--- src/rtl/npc_seq_pkg.sv ---
// rtl/npc_seq_pkg.sv - shared state encoding and decode-select encodings for the NPC sequencer
package npc_seq_pkg;

  typedef enum logic [2:0] {
    ST_IF_REQ,
    ST_IF_WAIT,
    ST_EXEC,
    ST_MEM_REQ,
    ST_MEM_WAIT,
    ST_WB,
    ST_HALT
  } npc_state_e;

  localparam logic [1:0] NPC_SEL_SNPC   = 2'b00;
  localparam logic [1:0] NPC_SEL_DNPC   = 2'b01;
  localparam logic [1:0] NPC_SEL_JALR   = 2'b10;
  localparam logic [1:0] NPC_SEL_BRANCH = 2'b11;

  localparam logic [1:0] WDATA_SEL_ALU  = 2'b00;
  localparam logic [1:0] WDATA_SEL_SNPC = 2'b01;
  localparam logic [1:0] WDATA_SEL_DNPC = 2'b10;
  localparam logic [1:0] WDATA_SEL_LOAD = 2'b11;

  localparam logic [31:0] NPC_RESET_PC = 32'h8000_0000;

endpackage

--- src/rtl/npc_seq_nextpc.sv ---
// rtl/npc_seq_nextpc.sv - combinational next-PC and register write-data selection
module npc_seq_nextpc
  import npc_seq_pkg::*;
#(
  parameter int XLEN = 32
) (
  input  logic [XLEN-1:0] pc,
  input  logic [XLEN-1:0] imm,
  input  logic [XLEN-1:0] alu_result,
  input  logic            alu_zero,
  input  logic [XLEN-1:0] ldata,
  input  logic [1:0]      npc_sel,
  input  logic [1:0]      wdata_sel,
  output logic [XLEN-1:0] npc,
  output logic [XLEN-1:0] wdata
);

  logic [XLEN-1:0] snpc;
  logic [XLEN-1:0] dnpc;

  // Both adders wrap modulo 2^XLEN.
  assign snpc = pc + XLEN'(4);
  assign dnpc = pc + imm;

  always_comb begin
    npc = snpc;
    unique case (npc_sel)
      NPC_SEL_SNPC:   npc = snpc;
      NPC_SEL_DNPC:   npc = dnpc;
      NPC_SEL_JALR:   npc = alu_result & ~XLEN'(1);
      NPC_SEL_BRANCH: npc = alu_zero ? snpc : dnpc;
      default:        npc = snpc;
    endcase
  end

  always_comb begin
    wdata = alu_result;
    unique case (wdata_sel)
      WDATA_SEL_ALU:  wdata = alu_result;
      WDATA_SEL_SNPC: wdata = snpc;
      WDATA_SEL_DNPC: wdata = dnpc;
      WDATA_SEL_LOAD: wdata = ldata;
      default:        wdata = alu_result;
    endcase
  end

endmodule

--- src/rtl/npc_mc_seq.sv ---
// rtl/npc_mc_seq.sv - multi-cycle fetch/execute/memory/writeback sequencer for the NPC core
// Optional NPC_SEQ_MISALIGN_EN: halt with misalign_err instead of aligning the next PC.
module npc_mc_seq
  import npc_seq_pkg::*;
#(
  parameter int              XLEN     = 32,
  parameter logic [XLEN-1:0] RESET_PC = XLEN'(NPC_RESET_PC),
  parameter int              ILEN     = 32
) (
  input  logic            clk,
  input  logic            rst,
  output logic            ifu_req_valid,
  input  logic            ifu_req_ready,
  output logic [XLEN-1:0] ifu_addr,
  input  logic            ifu_resp_valid,
  input  logic [ILEN-1:0] ifu_resp_inst,
  output logic [ILEN-1:0] inst,
  input  logic [1:0]      dec_npc_sel,
  input  logic [1:0]      dec_wdata_sel,
  input  logic            dec_reg_wen,
  input  logic            dec_mem_ren,
  input  logic            dec_mem_wen,
  input  logic            dec_halt,
  input  logic [XLEN-1:0] imm,
  input  logic [XLEN-1:0] alu_result,
  input  logic            alu_zero,
  output logic            lsu_req_valid,
  input  logic            lsu_req_ready,
  output logic            lsu_req_wen,
  input  logic            lsu_resp_valid,
  input  logic [XLEN-1:0] lsu_rdata,
  output logic            reg_wen,
  output logic [XLEN-1:0] reg_wdata,
  output logic [XLEN-1:0] pc,
  output logic            retire,
`ifdef NPC_SEQ_MISALIGN_EN
  output logic            misalign_err,
`endif
  output logic            halt
);

  npc_state_e      state;
  npc_state_e      state_d;
  logic [XLEN-1:0] ldata;
  logic [XLEN-1:0] npc_raw;
  logic [XLEN-1:0] pc_d;
  logic            pc_we;
  logic            npc_bad;

  npc_seq_nextpc #(.XLEN(XLEN)) u_nextpc (
    .pc         (pc),
    .imm        (imm),
    .alu_result (alu_result),
    .alu_zero   (alu_zero),
    .ldata      (ldata),
    .npc_sel    (dec_npc_sel),
    .wdata_sel  (dec_wdata_sel),
    .npc        (npc_raw),
    .wdata      (reg_wdata)
  );

`ifdef NPC_SEQ_MISALIGN_EN
  assign npc_bad = |npc_raw[1:0];
  assign pc_d    = npc_raw;
`else
  assign npc_bad = 1'b0;
  assign pc_d    = npc_raw & ~XLEN'(3);
`endif

  assign ifu_addr = pc;

  always_ff @(posedge clk or negedge rst) begin
    if (!rst) begin
      state <= ST_IF_REQ;
    end else begin
      state <= state_d;
    end
  end

  always_comb begin
    state_d       = state;
    ifu_req_valid = 1'b0;
    lsu_req_valid = 1'b0;
    lsu_req_wen   = 1'b0;
    reg_wen       = 1'b0;
    retire        = 1'b0;
    pc_we         = 1'b0;
    halt          = 1'b0;
    unique case (state)
      ST_IF_REQ: begin
        ifu_req_valid = 1'b1;
        if (ifu_req_ready) state_d = ST_IF_WAIT;
      end
      ST_IF_WAIT: begin
        if (ifu_resp_valid) state_d = ST_EXEC;
      end
      ST_EXEC: begin
        state_d = (dec_mem_ren || dec_mem_wen) ? ST_MEM_REQ : ST_WB;
      end
      ST_MEM_REQ: begin
        lsu_req_valid = 1'b1;
        lsu_req_wen   = dec_mem_wen;
        if (lsu_req_ready) state_d = ST_MEM_WAIT;
      end
      ST_MEM_WAIT: begin
        if (lsu_resp_valid) state_d = ST_WB;
      end
      ST_WB: begin
        reg_wen = dec_reg_wen;
        retire  = 1'b1;
        if (npc_bad) begin
          state_d = ST_HALT;
        end else begin
          pc_we   = 1'b1;
          state_d = dec_halt ? ST_HALT : ST_IF_REQ;
        end
      end
      ST_HALT: begin
        halt = 1'b1;
      end
      default: state_d = ST_IF_REQ;
    endcase
  end

  // inst, pc and ldata only move at state boundaries so decode sees stable inputs.
  always_ff @(posedge clk or negedge rst) begin
    if (!rst) begin
      pc    <= RESET_PC;
      inst  <= '0;
      ldata <= '0;
    end else begin
      if (state == ST_IF_WAIT && ifu_resp_valid) inst <= ifu_resp_inst;
      if (state == ST_MEM_WAIT && lsu_resp_valid && !dec_mem_wen) ldata <= lsu_rdata;
      if (pc_we) pc <= pc_d;
    end
  end

`ifdef NPC_SEQ_MISALIGN_EN
  always_ff @(posedge clk or negedge rst) begin
    if (!rst) begin
      misalign_err <= 1'b0;
    end else if (state == ST_WB && npc_bad) begin
      misalign_err <= 1'b1;
    end
  end
`endif

endmodule

--- config.mk ---
export PLATFORM = sky130hd
export DESIGN_NAME = npc_mc_seq
export DESIGN_NICKNAME = d
export VERILOG_FILES = /design/src/rtl/npc_seq_pkg.sv /design/src/rtl/npc_seq_nextpc.sv /design/src/rtl/npc_mc_seq.sv
export SDC_FILE = /design/constraint.sdc
export NUM_CORES = 1
export LEC_CHECK = 0
export CAP_MARGIN = 20
export CORE_MARGIN = 3
export CORE_UTILIZATION = 55
export DETAILED_ROUTE_END_ITERATION = 16
export DONT_BUFFER_PORTS = 1
export PLACE_DENSITY = 0.78
export SLEW_MARGIN = 20
export SYNTH_ARGS = -nofsm -noshare
export SYNTH_HDL_FRONTEND = slang
export SYNTH_SLANG_ARGS = --single-unit
export TNS_END_PERCENT = 50
--- constraint.sdc ---
create_clock -name clk -period 11.3 [get_ports clk]
set_input_delay 2.26 -clock clk [delete_from_list [all_inputs] [get_ports clk]]
set_output_delay 2.26 -clock clk [all_outputs]
set_load 0.05 [all_outputs]
* Word-level counts from Yosys, hierarchy flattened *
Index checks and enable logic that the tools add are counted.

storage, ports and cells
  register bits = 97
  input port bits = 143
  output and inout port bits = 134
  word-level logic and storage cells = 48

cells by class
  add/sub/neg operators = 2
  equality and inequality tests = 16
  muxes and demuxes = 16
  bitwise operators = 1
  reduce and logical (&&, ||, !) cells = 9

operators by type and width
  kind                                            count
  one-hot mux 32 bit (4 select lines)             2
  adder 32 x 3 -> 32 bit (second input constant)  1
  adder 32 bit                                    1
  2-to-1 mux 32 bit                               1
  one-hot mux 3 bit (7 select lines)              1
  2-to-1 mux 3 bit                                6
  == test 3 bit (second input constant)           3
  == test 2 bit (second input constant)           4
  != test 2 bit (second input constant)           4
  == test 3 x 2 -> 1 bit (second input constant)  2
  2-to-1 mux 1 bit                                6
  AND reduction 5 bit                             1
  == test 2 x 1 -> 1 bit (second input constant)  2
  zero test 2 bit                                 2
  == test 3 x 1 -> 1 bit (second input constant)  1
  logical AND 1 bit                               3
  zero test 3 bit                                 1
  zero test 1 bit                                 1
  logical OR 1 bit                                1
  NOT 1 bit                                       1

* Logic depth before layout (Yosys ltp) *
  word-level depth = 3
  mapped depth = 11
  depth with buffers taken out = 11

* Hierarchy *
Synthesis repeated with hierarchy kept, for this count alone.

second synthesis, totals
  cells, all modules = 821
  area, all modules = 8254.2 um^2

by module, submodules not included
  module          times used  cells an instance  area an instance (um^2)
  npc_mc_seq      1           268                4195.3
  npc_seq_nextpc  1           553                4058.9

* Least setup slack after synthesis *
Ideal clock, no wire load.

  path kind = in2out
  from = input imm[14]
  to = output reg_wdata[27]
  data arrival time = 5190 ps
  data required time = 9040 ps
  path slack = 3850 ps
  stages on the path = 10
  path buffers = 1
  path through = ha_1 clkbuf_2 nand4_1 nor4_1 a21oi_1 o311ai_2 a21boi_0 o21ai_0 xnor2_1 o21ai_0

on the way
  longest elaborated chain between the ends = 2

RTL lines
  element                              RTL line              text
  start: declaration                   npc_mc_seq.sv:24      input logic [XLEN-1:0] imm,
  adder 32 bit                         npc_seq_nextpc.sv:23  assign dnpc = pc + imm;
  one-hot mux 32 bit (4 select lines)  npc_seq_nextpc.sv:38  unique case (wdata_sel)
  end: declaration                     npc_mc_seq.sv:33      output logic [XLEN-1:0] reg_wdata,

No other way between the ends.

* Final worst setup path *
  from = input imm[2]
  to = output reg_wdata[26]

Same word-level chain as after synthesis.

==> results.md <==
- The flow ran to the end, and the final reports show no timing, DRC or antenna violations.
- Once layout is done, the placed cells without fillers occupy around 7800 um^2.
- The time the worst path needs with I/O delays and setup is 7.72 ns.
- The number of setup violations in the final report is 0.
- From bottom edge to top edge, the die measures around 120 um.
- In the final routed layout, each cell accounts on average for 25.3 um.
- The number of sinks handled by clock tree synthesis is 97.
- The placer congestion estimate is 0.970.
- For this configuration, the core starts out at a cell density of 0.566.
- For this run, design rule violations remaining after detail routing come to 0.
- The number of logic stages on the critical path including buffering is 11.
- Counting both buffers and inverters, the worst setup path holds a total of 1.
- TritonCTS built the clock tree.
- The tree is rooted in a sky130_fd_sc_hd__clkbuf_16.
- The number of global-route vias before repair came to 6435.
- The H-tree depth is 3.
- The tool flagged a number of max-cap violations equal to 0.
- After detailed placement, the design holds a cell count of 911.
- The worst-skew pair later-pin latency is roughly 0.36 ns.
- The type of the worst min-delay path is flop to flop.
- For this run, the total global-route usage over all layers was measured as 0.309.
- The synthesized area per cell is 9.58 um^2.
- The worst setup path is launched from an input port.
- The number of warnings reported in the yosys synthesis log is 0.
- In the post-route analysis, the smallest setup slack over all paths is 3.58 ns.
- At the pin with the least slew margin, the transition time is ~1.1 ns.
- The detail-routed via count per cell is 6.85.
- The summed instance area of the synthesized netlist is approximately 7500 um^2.
- The first detailed-routing pass took 5 iterations.
- The most prevalent standard cell on the critical path is sky130_fd_sc_hd__o21ai_1.
- Entering global routing, the biggest net connects 98 pins.
- The wire length of the first global-routing pass is roughly 36 mm.
- The residual overflow from global routing is 0.
- In the final timing run, aggregate negative setup slack is 0 ns.
- On the worst path, the slowest cell contributes a delay of 0.87 ns.
- STA puts the critical path data required time at roughly 9 ns.
- Of all flip-flops after synthesis, the portion carrying an async set or reset was 1.00.
- Counting along the longest clock path gives a buffer depth of 2.
- The critical path's slowest cell is sky130_fd_sc_hd__a21oi_1.
- The relative slew slack is 0.244.
- The number of cells on the worst hold path is 1.
- The initial antenna violation count came to 3.
- In this run the remaining antenna-violating nets after routing total 0.
- The number of cells produced by synthesis is slightly below 800.
- The cell depth of the worst flop-to-flop path is 11.
- The number of design-rule violations left by the first detailed-router iteration is 602.
- The number of standard cells in the final layout excluding fillers is 928.
- The count of input and output buffers is 0.
- The post-CTS setup buffer count is 0.
- Summed over all nets, the half-perimeter wirelength after detailed placement is 17.4 mm.
- The floorplan step defined a die boundary enclosing 15100 um^2.
- After clock tree synthesis, the repair step resized 0 gates.
- The number of enable-type register cells in the synthesized netlist is 0.
- The total area inside the core boundary comes to 13300 um^2.
- The total cell area at the placement stage is 7510 um^2.
- The clock transition at the registers of the reported paths is 0.07 ns.
- The number of failing hold endpoints at the final stage is 0.
- Leaving out fill and tap cells, the most frequent cells in the layout are 95 x sky130_fd_sc_hd__dfrtp_1, 77 x sky130_fd_sc_hd__nand2_1, 67 x sky130_fd_sc_hd__mux2_2.
- The max-slew violation count was 0.
- The share of the Yosys chip area taken by registers is 0.323.
- Setup repair after global routing left no endpoint under its margin.
- The total number of placement rows is 42.
- The count of hold-fix buffers inserted at cts is 0.
- The number of register bits inferred by synthesis is 97.
- The critical path goes through ha_1 > inv_1 > fa_1 > nor2b_1 > o31a_1 > o211ai_1 > a31oi_1 > o21ai_1 > o21ai_1 > xnor2_1 > a21oi_1.
- Among all flip-flop cells after synthesis, the most frequent one is sky130_fd_sc_hd__dfrtp_1.
- The final layout net count is 920.
- Clock tree synthesis inserted a total of 9 buffers.
- The kind of cell adding the most delay to the critical path is compound AO/OA/AOI/OAI gates.
- Data arrives at the worst endpoint at 5.46 ns.
- Dividing the final minimum period by the clock period gives 0.683.
- The endpoint kind of the worst setup timing path is an output pin.
- The highest clock rate is 130 MHz.
- The total number of vias is 6359.
- The routed design has 23.4 mm of wire.
- The share of post-route cells with drive strength above 1 is 0.197.
- The worst setup slack after placement is 3.69 ns.
- The type of the worst setup path is input port to output pin.
- 277 I/O pins were placed.
- The leading cell type in the layout, fill and taps excluded is sky130_fd_sc_hd__dfrtp_1.
- The critical-path maximum fanout is 8.
- The area growth from synthesis to final layout is 3.81%.
- The die is between 100 and 150 um wide.
- The final setup skew is ~0.012 ns.
- The count of cell types in the netlist is 72.
layer usage:
| layer | global-route usage | routed length [um] |
|---|---|---|
| met5 | 0 | 27 |
| met3 | 0.110 | 2960 |
| met4 | 0.113 | 742 |
| met1 | 0.382 | 8620 |
| met2 | 0.499 | 11100 |
final cells by class:
type,instances,area [um^2]
clock buffer,9,225
fill,1109,5480
inverter,16,60.1
clock inverter,7,68.8
antenna,1,2.50
sequential,97,2430
multi-input combinational,601,4650
tap,176,220
timing repair buffer,21,158
kinds of logic after synthesis:
family          after synthesis  share of synthesized area
xor+xnor                     53                     0.0617
mux                          96                      0.184
compound gates              197                      0.170
simple gates                220                      0.146
other cells                   1                   0.000498
fa+ha+maj                    31                     0.0525
buf+inv                      91                     0.0630
flops                        97                      0.323
worst paths after layout:
kind                                             to  slack (ns)                     from
min in group asynchronous  ifu_addr[19]$_DFFE_PN0P_        1.58                      rst
max in group asynchronous  ifu_addr[31]$_DFFE_PN1P_        9.49                      rst
min                           ldata[27]$_DFFE_PN0P_        0.51    ldata[27]$_DFFE_PN0P_
min reg2reg                   ldata[27]$_DFFE_PN0P_        0.51    ldata[27]$_DFFE_PN0P_
max                                   reg_wdata[26]        3.58                   imm[2]
max reg2reg                ifu_addr[26]$_DFFE_PN0P_        7.44  ifu_addr[2]$_DFFE_PN0P_
synth_stat cells (5+ instances only):
library cell / n / area share
sky130_fd_sc_hd__inv_1: 16 / 0.0080
sky130_fd_sc_hd__mux2_2: 67 / 0.10
sky130_fd_sc_hd__nor2_1: 44 / 0.022
sky130_fd_sc_hd__mux4_2: 27 / 0.081
sky130_fd_sc_hd__a222oi_1: 6 / 0.0080
sky130_fd_sc_hd__xor2_1: 27 / 0.031
sky130_fd_sc_hd__o211ai_1: 7 / 0.0070
sky130_fd_sc_hd__o21ai_0: 57 / 0.038
sky130_fd_sc_hd__nand2_1: 77 / 0.038
sky130_fd_sc_hd__buf_4: 34 / 0.034
sky130_fd_sc_hd__a211oi_1: 5 / 0.0050
sky130_fd_sc_hd__and2_1: 7 / 0.0058
sky130_fd_sc_hd__ha_1: 30 / 0.050
sky130_fd_sc_hd__a21o_1: 13 / 0.013
sky130_fd_sc_hd__nand4_1: 10 / 0.0083
sky130_fd_sc_hd__a31oi_1: 7 / 0.0058
sky130_fd_sc_hd__nand3_1: 17 / 0.011
sky130_fd_sc_hd__a21oi_1: 44 / 0.029
sky130_fd_sc_hd__o21a_1: 7 / 0.0070
sky130_fd_sc_hd__buf_1: 5 / 0.0025
sky130_fd_sc_hd__a221oi_1: 14 / 0.016
sky130_fd_sc_hd__dfrtp_1: 96 / 0.32
sky130_fd_sc_hd__nor2b_1: 11 / 0.0091
sky130_fd_sc_hd__and3_1: 14 / 0.012
sky130_fd_sc_hd__nor3_1: 11 / 0.0073
sky130_fd_sc_hd__clkbuf_1: 32 / 0.016
sky130_fd_sc_hd__xnor2_1: 26 / 0.030
stage by stage:
stage | hold slack [ns] | util
global route | 0.516 | 0.588
CTS | 0.508 | 0.587
finish | 0.507 | 0.588
floorplan | 0.473 | -
global placement | 0.486 | 0.565
detailed placement | 0.491 | 0.565
worst reg2reg max path, delay by kind of cell, from the launching register on:
kind | cells | cell delay [ns]
AOI/OAI and AO/OA | 6 | 1.46
xor gates and xnor gates | 1 | 0.23
adders and majority gates | 2 | 0.75
buffers and inverters | 1 | 0.06
DFF | 1 | 1.06
and+or+nand+nor | 1 | 0.16
sequential cells by signal, summed over array words and instances, names as in the netlist:
| name | flops |
|---|---|
| ifu_addr | 30 |
| ldata | 32 |
| state | 3 |
| inst | 32 |
Power is not shown: default switching activity piles up to over one toggle a cycle in this logic, so the estimate is an artifact.
